## src/rtl/truth_table_sweeper.sv

```systemverilog
// Sweeps a combinational block through every input vector, captures its truth
// table and scores it against an expected table.
module truth_table_sweeper #(
  parameter int                    N_IN   = 4,
  parameter int                    SETTLE = 2,
  parameter logic [2**N_IN-1:0]    EXPECT = 16'h7310
) (
  input  logic                clk,
  input  logic                rst_n,
  input  logic                start,
  input  logic                abort,
  input  logic                s_in,
  output logic [N_IN-1:0]     vec,
  output logic                busy,
  output logic                done,
  output logic [2**N_IN-1:0]  table_out,
  output logic [N_IN:0]       err_count,
  output logic [N_IN-1:0]     first_fail,
  output logic                first_fail_vld,
  output logic                pass
);

  typedef enum logic [1:0] {
    S_IDLE,
    S_SETTLE,
    S_SAMPLE,
    S_DONE
  } state_t;

  localparam logic [3:0]      SETTLE_M1 = 4'(SETTLE - 1);
  localparam logic [N_IN-1:0] LAST_IDX  = '1;

  state_t              state_q, state_d;
  logic [N_IN-1:0]     idx_q, idx_d;
  logic [3:0]          cnt_q, cnt_d;
  logic                busy_q, busy_d;
  logic                done_q, done_d;
  logic [2**N_IN-1:0]  table_q, table_d;
  logic [N_IN:0]       err_q, err_d;
  logic [N_IN-1:0]     ff_q, ff_d;
  logic                ffv_q, ffv_d;
  logic                pass_q, pass_d;

  always_comb begin
    state_d = state_q;
    idx_d   = idx_q;
    cnt_d   = cnt_q;
    busy_d  = busy_q;
    done_d  = 1'b0;
    table_d = table_q;
    err_d   = err_q;
    ff_d    = ff_q;
    ffv_d   = ffv_q;
    pass_d  = pass_q;

    unique case (state_q)
      S_IDLE: begin
        if (start && !abort) begin
          state_d = S_SETTLE;
          idx_d   = '0;
          cnt_d   = '0;
          busy_d  = 1'b1;
          table_d = '0;
          err_d   = '0;
          ff_d    = '0;
          ffv_d   = 1'b0;
          pass_d  = 1'b0;
        end
      end

      S_SETTLE: begin
        if (abort) begin
          state_d = S_IDLE;
          idx_d   = '0;
          cnt_d   = '0;
          busy_d  = 1'b0;
          pass_d  = 1'b0;
        end else if (cnt_q == SETTLE_M1) begin
          state_d = S_SAMPLE;
        end else begin
          cnt_d = cnt_q + 4'd1;
        end
      end

      S_SAMPLE: begin
        // abort takes priority: the pending capture and score are dropped
        if (abort) begin
          state_d = S_IDLE;
          idx_d   = '0;
          cnt_d   = '0;
          busy_d  = 1'b0;
          pass_d  = 1'b0;
        end else begin
          table_d[idx_q] = s_in;
          if (s_in != EXPECT[idx_q]) begin
            err_d = err_q + (N_IN+1)'(1);
            if (!ffv_q) begin
              ff_d  = idx_q;
              ffv_d = 1'b1;
            end
          end
          if (idx_q == LAST_IDX) begin
            state_d = S_DONE;
            busy_d  = 1'b0;
            done_d  = 1'b1;
            pass_d  = (err_d == '0);
          end else begin
            state_d = S_SETTLE;
            idx_d   = idx_q + (N_IN)'(1);
            cnt_d   = '0;
          end
        end
      end

      S_DONE: begin
        state_d = S_IDLE;
        idx_d   = '0;
      end

      default: state_d = S_IDLE;
    endcase
  end

  always_ff @(posedge clk or negedge rst_n) begin
    if (!rst_n) begin
      state_q <= S_IDLE;
      idx_q   <= '0;
      cnt_q   <= '0;
      busy_q  <= 1'b0;
      done_q  <= 1'b0;
      table_q <= '0;
      err_q   <= '0;
      ff_q    <= '0;
      ffv_q   <= 1'b0;
      pass_q  <= 1'b0;
    end else begin
      state_q <= state_d;
      idx_q   <= idx_d;
      cnt_q   <= cnt_d;
      busy_q  <= busy_d;
      done_q  <= done_d;
      table_q <= table_d;
      err_q   <= err_d;
      ff_q    <= ff_d;
      ffv_q   <= ffv_d;
      pass_q  <= pass_d;
    end
  end

  assign vec            = idx_q;
  assign busy           = busy_q;
  assign done           = done_q;
  assign table_out      = table_q;
  assign err_count      = err_q;
  assign first_fail     = ff_q;
  assign first_fail_vld = ffv_q;
  assign pass           = pass_q;

endmodule

```

## config.mk

```make
export PLATFORM = sky130hd
export DESIGN_NAME = truth_table_sweeper
export DESIGN_NICKNAME = d
export VERILOG_FILES = /design/src/rtl/truth_table_sweeper.sv
export SDC_FILE = /design/constraint.sdc
export NUM_CORES = 1
export LEC_CHECK = 0
export ABC_AREA = 1
export CORE_MARGIN = 5
export CORE_UTILIZATION = 35
export DETAILED_ROUTE_END_ITERATION = 8
export PLACE_DENSITY_LB_ADDON = 0.08
export SETUP_SLACK_MARGIN = 0.1
export SLEW_MARGIN = 20
export SYNTH_ARGS = -nofsm -noshare
export SYNTH_HDL_FRONTEND = slang
export SYNTH_SLANG_ARGS = --single-unit
```

## constraint.sdc

```tcl
create_clock -name clk -period 3.6 [get_ports clk]
set_clock_uncertainty 0.2 [all_clocks]
set_input_delay 0.72 -clock clk [delete_from_list [all_inputs] [get_ports clk]]
set_output_delay 0.72 -clock clk [all_outputs]
set_load 0.02 [all_outputs]
```

Word level (Yosys, flattened, before mapping):

Memories as Yosys holds them, arrays and structs flattened.
Cells that the tools add are included.

* input bits: 5
* memory bits (read-only): 16
* memories kept: 1
* bits in registers: 39
* word-level logic and storage cells: 93

Memory list
* (no name shown): words 16, bits a word 1, read ports 1, clocked after memory_dff 0, wr ports 0, RTL line 95 `if (s_in != EXPECT[idx_q]) begin`

* equality and inequality tests: 15
* muxes and demuxes: 48
* order comparisons: 2
* add/sub/neg operators: 3
* reduce and logical (&&, ||, !) cells: 14

Operators by type and width (count)
* two-way mux 4 bit: 11
* two-way mux 16 bit: 2
* case mux 16 bit (2 select lines): 1
* two-way mux 5 bit: 5
* bitwise mux 16 bit: 1
* case mux 4 bit (4 select lines): 1
* two-way mux 1 bit: 14
* != test 3 bit (second input constant): 4
* case mux 4 bit (3 select lines): 1
* AND reduction 4 bit: 3
* two-way mux 2 bit: 5
* != test 2 bit (second input constant): 5
* case mux 5 bit (2 select lines): 1
* adder 4 x 1 -> 4 bit (second input constant): 2
* case mux 2 bit (4 select lines): 1
* case mux 4 bit (2 select lines): 1
* case mux 1 bit (3 select lines): 2
* AND reduction 3 bit: 2
* adder 5 x 1 -> 5 bit (second input constant): 1
* zero test 5 bit: 1
* less-than comparator 4 x 5 -> 1 bit (second input constant): 1
* AND reduction 5 bit: 1
* demux 1 bit (select 4 bit): 1
* == test 2 bit (second input constant): 2
* other kinds (12): 13

Longest topological paths before layout:

* depth in word-level cells: 10
* depth in mapped cells: 13
* depth with buffers taken out: 13

Worst setup path after synthesis:

No wires, ideal clock.

* path type: reg-to-reg
* from: reg idx_q[0] (netlist: vec[0])
* to: reg pass_q (netlist: pass)
* clock period less this slack: 1.896 ns
* path buffers: 0
* arrival: 1.631 ns
* path slack: 1.704 ns
* stages on the path, launching flop included: 14
* path through: dfrtp_1 inv_1 ha_1 nand2_1 nand2_2 nand3_2 nand2_2 nand2_2 nand2_1 nand2_1 nand2_1 nor2_1 nand2_1 nand2_1

* word-level cells in the longest chain between the ends: 10
* elaborated cells between the ends (all ways): 13

Ends and longest elaborated chain
* start, declared: RTL line 34 `logic [N_IN-1:0] idx_q, idx_d;`
* start signal, assigned: RTL line 138 `idx_q <= idx_d;`
* memory (16 x 1 bit)
* two-way mux 1 bit (not written as such): RTL line 95
* != test 1 bit: RTL line 95
* two-way mux 5 bit: RTL line 95
* two-way mux 5 bit: RTL line 87 `if (abort) begin`
* two-way mux 5 bit: RTL line 56 `unique case (state_q)`
* zero test 5 bit: RTL line 106 `pass_d = (err_d == '0);`
* two-way mux 1 bit: RTL line 102 `if (idx_q == LAST_IDX) begin`
* two-way mux 1 bit: RTL line 87
* case mux 1 bit (3 select lines): RTL line 56
* end signal, assigned: RTL line 146 `pass_q <= pass_d;`
* end, declared: RTL line 42 `logic pass_q, pass_d;`

Parallel ways exist; a longest one is shown, timed or not. The select of a mux whose other input is x is not followed.
A chain may end at the register's enable or synchronous reset.

Worst setup path in the final report:

* from: reg idx_q[2] (netlist: vec[2])
* to: out vec[2]

RTL lines
* end, declared: RTL line 13 `output logic [N_IN-1:0] vec,`

No word-level cell between the ends.

==> out/qor_table.md <==
| Quantity | This run |
| --- | --- |
| Synthesis-to-finish area growth | 26.0% |
| Number of violations reported at the end of detailed-routing iteration 0 | 70 |
| Part of the total power dissipated in combinational logic | 0.324 |
| Slew headroom | 0.407 |
| Final Critical Period | 2.54 ns |
| Multi-input gate area in the final layout | 0.00102 mm2 |
| Clock sink total | 39 |
| Required time at the endpoint of the critical path | 2.68 ns |
| Synth Net Count | 282 |
| Internal portion of total power | 0.933 mW |
| Unique masters post-synth | 27 |
| Fraction of power consumed by sequential logic | 0.371 |
| Cell count after synthesis | 266 |
| Die width | 88.7 um |
| Number of antenna violations at the first check in global routing | 0 |
| Dominant synthesized flop cell | sky130_fd_sc_hd__dfrtp_1 |
| Maximum achievable frequency | 0.393 GHz |
| Number of ports placed on the die boundary | 38 |
| Largest net degree at the start of global routing | 40 |
| Flops & latches, synth | 39 |
| Cell at the root of the clock tree | sky130_fd_sc_hd__clkbuf_8 |
| Core area | 0.00596 mm2 |
| Total power divided by cell area | 531 mW/mm2 |
| Number of instances resized during post-cts repair | 0 |
| Sequential share of the synthesized area | 0.451 |
| Number of vias in the routed layout | 1864 |
| Via count of the first global-routing pass | 1805 |
| Smallest hold slack | 0.294 ns |
| Clock share of power | 0.304 |
| Asr flop ratio synth | 1.00 |
| Final antenna diode count | 0 |
| Final hold viol count | 0 |
| Worst Tran Pin Value | 0.890 ns |
| Synthesized area per cell | 8.14 um2 |
| Status | completed |
| Cells traversed along the worst timing path | clkdlybuf4s50_1 |
| Drt drc | 0 |
| Die Y | 88.7 um |
| Cts bufs inserted | 5 |
| Critical path startpoint category | flip-flop |
| Arrival time at the worst endpoint | 1.62 ns |
| Net switching fraction of the power | 0.356 |
| Deepest level of the CTS H-tree | 2 |
| Ratio of cells with drive above 1 in the final layout | 0.0951 |
| Aggregate negative setup slack | 0 ns |
| Final GP Congestion | 0.763 |
| Max-cap viol count | 0 |
| Setup repair bufs after CTS | 0 |
| Number of I/O port buffers | 37 |
| Worst-path fanout max | 13 |
| Antenna-violating nets left | 0 |
| DRT Pass-1 Iters | 4 |
| Class of the tightest hold or removal check | flip-flop to flip-flop |
| Average routed wire per standard cell | 14.0 um |
| Switching power total | 0.517 mW |
| Cell count after placement | 372 |
| Number of flops mapped to enable cells by yosys | 0 |
| CTS Hold Buffers Added | 0 |
| Maximum clock insertion buffer count | 2 |
| Final-stage net count | 320 |
| TritonCTS clock tree | done |
| Total area of sequential cells | 976 um2 |
| Post-Synthesis Cell Area | 0.00217 mm2 |
| Total Die Area | 0.00786 mm2 |
| Final setup viols | 0 |
| Half-perimeter wire length of the detailed placement result | 3840 um |
| Slew Viols, Final | 0 |
| Global-route usage over all layers | 0.147 |
| Unrepaired setup endpoints after global routing | false |
| Category of cells accounting for the largest share of critical-path delay | buffers and inverters |
| Average via count per standard cell | 4.91 |
| First-pass GRT wire length | 8990 um |
| Routed wire length | 5330 um |
| Number of filler cells placed in the layout | 613 |
| WP buf/inv | 1 |
| Part of the cycle the worst path needs | 0.707 |
| CP max-delay cell | sky130_fd_sc_hd__clkdlybuf4s50_1 |
| Worst-Skew Late Latency | 0.29 ns |
| Nature of the critical path endpoint | output pin |
| Leakage | 1.22 nW |
| Clock-pin slew on the worst setup and hold paths | 0.08 ns |
| Kind of critical path | flip-flop to output pin |
| Fin cells | 380 |
| IR drop worst, VDD | 412 uV |
| Row count | 28 |
| Overall overflow remaining after global route | 0 |
| Delay of the slowest cell on the worst path | 0.70 ns |
| Starting density of the core | 0.364 |
| Number of warnings reported in the yosys synthesis log | 0 |
-- worst paths after layout --
path	startpoint	end	slack, ns	depth (start not counted)
max in group asynchronous	rst_n	state_q[0]$_DFFE_PN0P_	2.30	1
worst min register to register	pass$_DFFE_PN0P_	pass$_DFFE_PN0P_	0.29	2
worst min-delay path	pass$_DFFE_PN0P_	pass$_DFFE_PN0P_	0.29	2
worst max-delay path	vec[2]$_DFFE_PN0P_	vec[2]	1.06	1
min in group asynchronous	rst_n	err_count[4]$_DFFE_PN0P_	0.34	1
worst max register to register	state_q[0]$_DFFE_PN0P_	first_fail[3]$_DFFE_PN0P_	1.08	9
-- Yosys cell counts, types with 4 or more instances --
cell                      instances  share of area
sky130_fd_sc_hd__nand2_2          4          0.012
sky130_fd_sc_hd__o21ai_0          7          0.016
sky130_fd_sc_hd__ha_1            11          0.064
sky130_fd_sc_hd__dfrtp_1         39           0.45
sky130_fd_sc_hd__nand3_1         22          0.051
sky130_fd_sc_hd__inv_2            6          0.010
sky130_fd_sc_hd__o22ai_1         20          0.058
sky130_fd_sc_hd__nor2_2           5          0.014
sky130_fd_sc_hd__nand4_1          6          0.017
sky130_fd_sc_hd__a21oi_1          8          0.018
sky130_fd_sc_hd__buf_2            4         0.0092
sky130_fd_sc_hd__inv_1           31          0.054
sky130_fd_sc_hd__nand2_1         60           0.10
sky130_fd_sc_hd__nor2_1          22          0.038
-- per-stage QoR --
step | setup slack, ns | power [mW] | util | instance area [um2]
3_5_place_dp | 0.847 | 1.02 | 0.436 | 2600
6_report | 1.06 | 1.45 | 0.458 | 2730
5_1_grt | 0.879 | 1.56 | 0.458 | 2730
3_3_place_gp | 0.760 | 1.02 | 0.435 | 2590
2_1_floorplan | 1.70 | 0.859 | - | 2170
4_1_cts | 1.03 | 1.47 | 0.458 | 2730
-- metal layers --
metal	vias up	part of all wire	track usage
met2	24	0.45	0.222
li1	961	-	-
met4	0	0.0032	0.0453
met5	-	0	0
met3	2	0.043	0.0345
met1	877	0.51	0.207
-- power by group through the flow --
stage	registers, mW	logic (mW)	clock network, mW
floorplan	0.579	0.280	0
global placement	0.546	0.472	0
detailed placement	0.547	0.474	0
CTS	0.539	0.476	0.453
global route	0.549	0.540	0.472
finish	0.538	0.470	0.441
-- layout make-up --
| type | instances | area share |
|---|---|---|
| Tap cell | 75 | 0.0344 |
| Timing Repair Buffer | 37 | 0.134 |
| Multi-Input combinational cell | 184 | 0.375 |
| Clock buffer | 6 | 0.0266 |
| Clock inverter | 2 | 0.0220 |
| Inverter | 37 | 0.0509 |
| Sequential cell | 39 | 0.358 |
-- state kept, by name, indices dropped and copies added (netlist names) --
signal          count
vec                 4
state_q             2
busy                1
cnt_q               4
pass                1
first_fail_vld      1
table_out          16
first_fail          4
err_count           5
done                1
-- kinds of logic after synthesis --
kind of cell             share of synthesized area
flip-flops                                   0.451
buffers and inverters                       0.0803
AO/OA/AOI/OAI                                0.114
XOR/XNOR                                    0.0121
adder cells (fa/ha/maj)                     0.0635
AND/OR/NAND/NOR                              0.280
-- cells in the final DEF, fill, tap and decap left out, types with 3 or more instances in the layout --
cell / synthesis / routed
sky130_fd_sc_hd__o21ai_0: 7 / 7
sky130_fd_sc_hd__a21oi_1: 8 / 8
sky130_fd_sc_hd__o211ai_1: 3 / 3
sky130_fd_sc_hd__inv_1: 31 / 31
sky130_fd_sc_hd__nand2_1: 60 / 60
sky130_fd_sc_hd__clkbuf_8: 0 / 5
sky130_fd_sc_hd__dfrtp_1: 39 / 39
sky130_fd_sc_hd__o22ai_1: 20 / 20
sky130_fd_sc_hd__inv_2: 6 / 6
sky130_fd_sc_hd__nor3_1: 3 / 3
sky130_fd_sc_hd__clkdlybuf4s50_1: 0 / 36
sky130_fd_sc_hd__ha_1: 11 / 11
sky130_fd_sc_hd__nand3_1: 22 / 22
sky130_fd_sc_hd__nand3_2: 3 / 3
sky130_fd_sc_hd__nor2_1: 22 / 22
sky130_fd_sc_hd__nand2_2: 4 / 4
sky130_fd_sc_hd__nor2_2: 5 / 5
sky130_fd_sc_hd__nand4_1: 6 / 6
No activity file was read; power rests on OpenSTA's default activity.
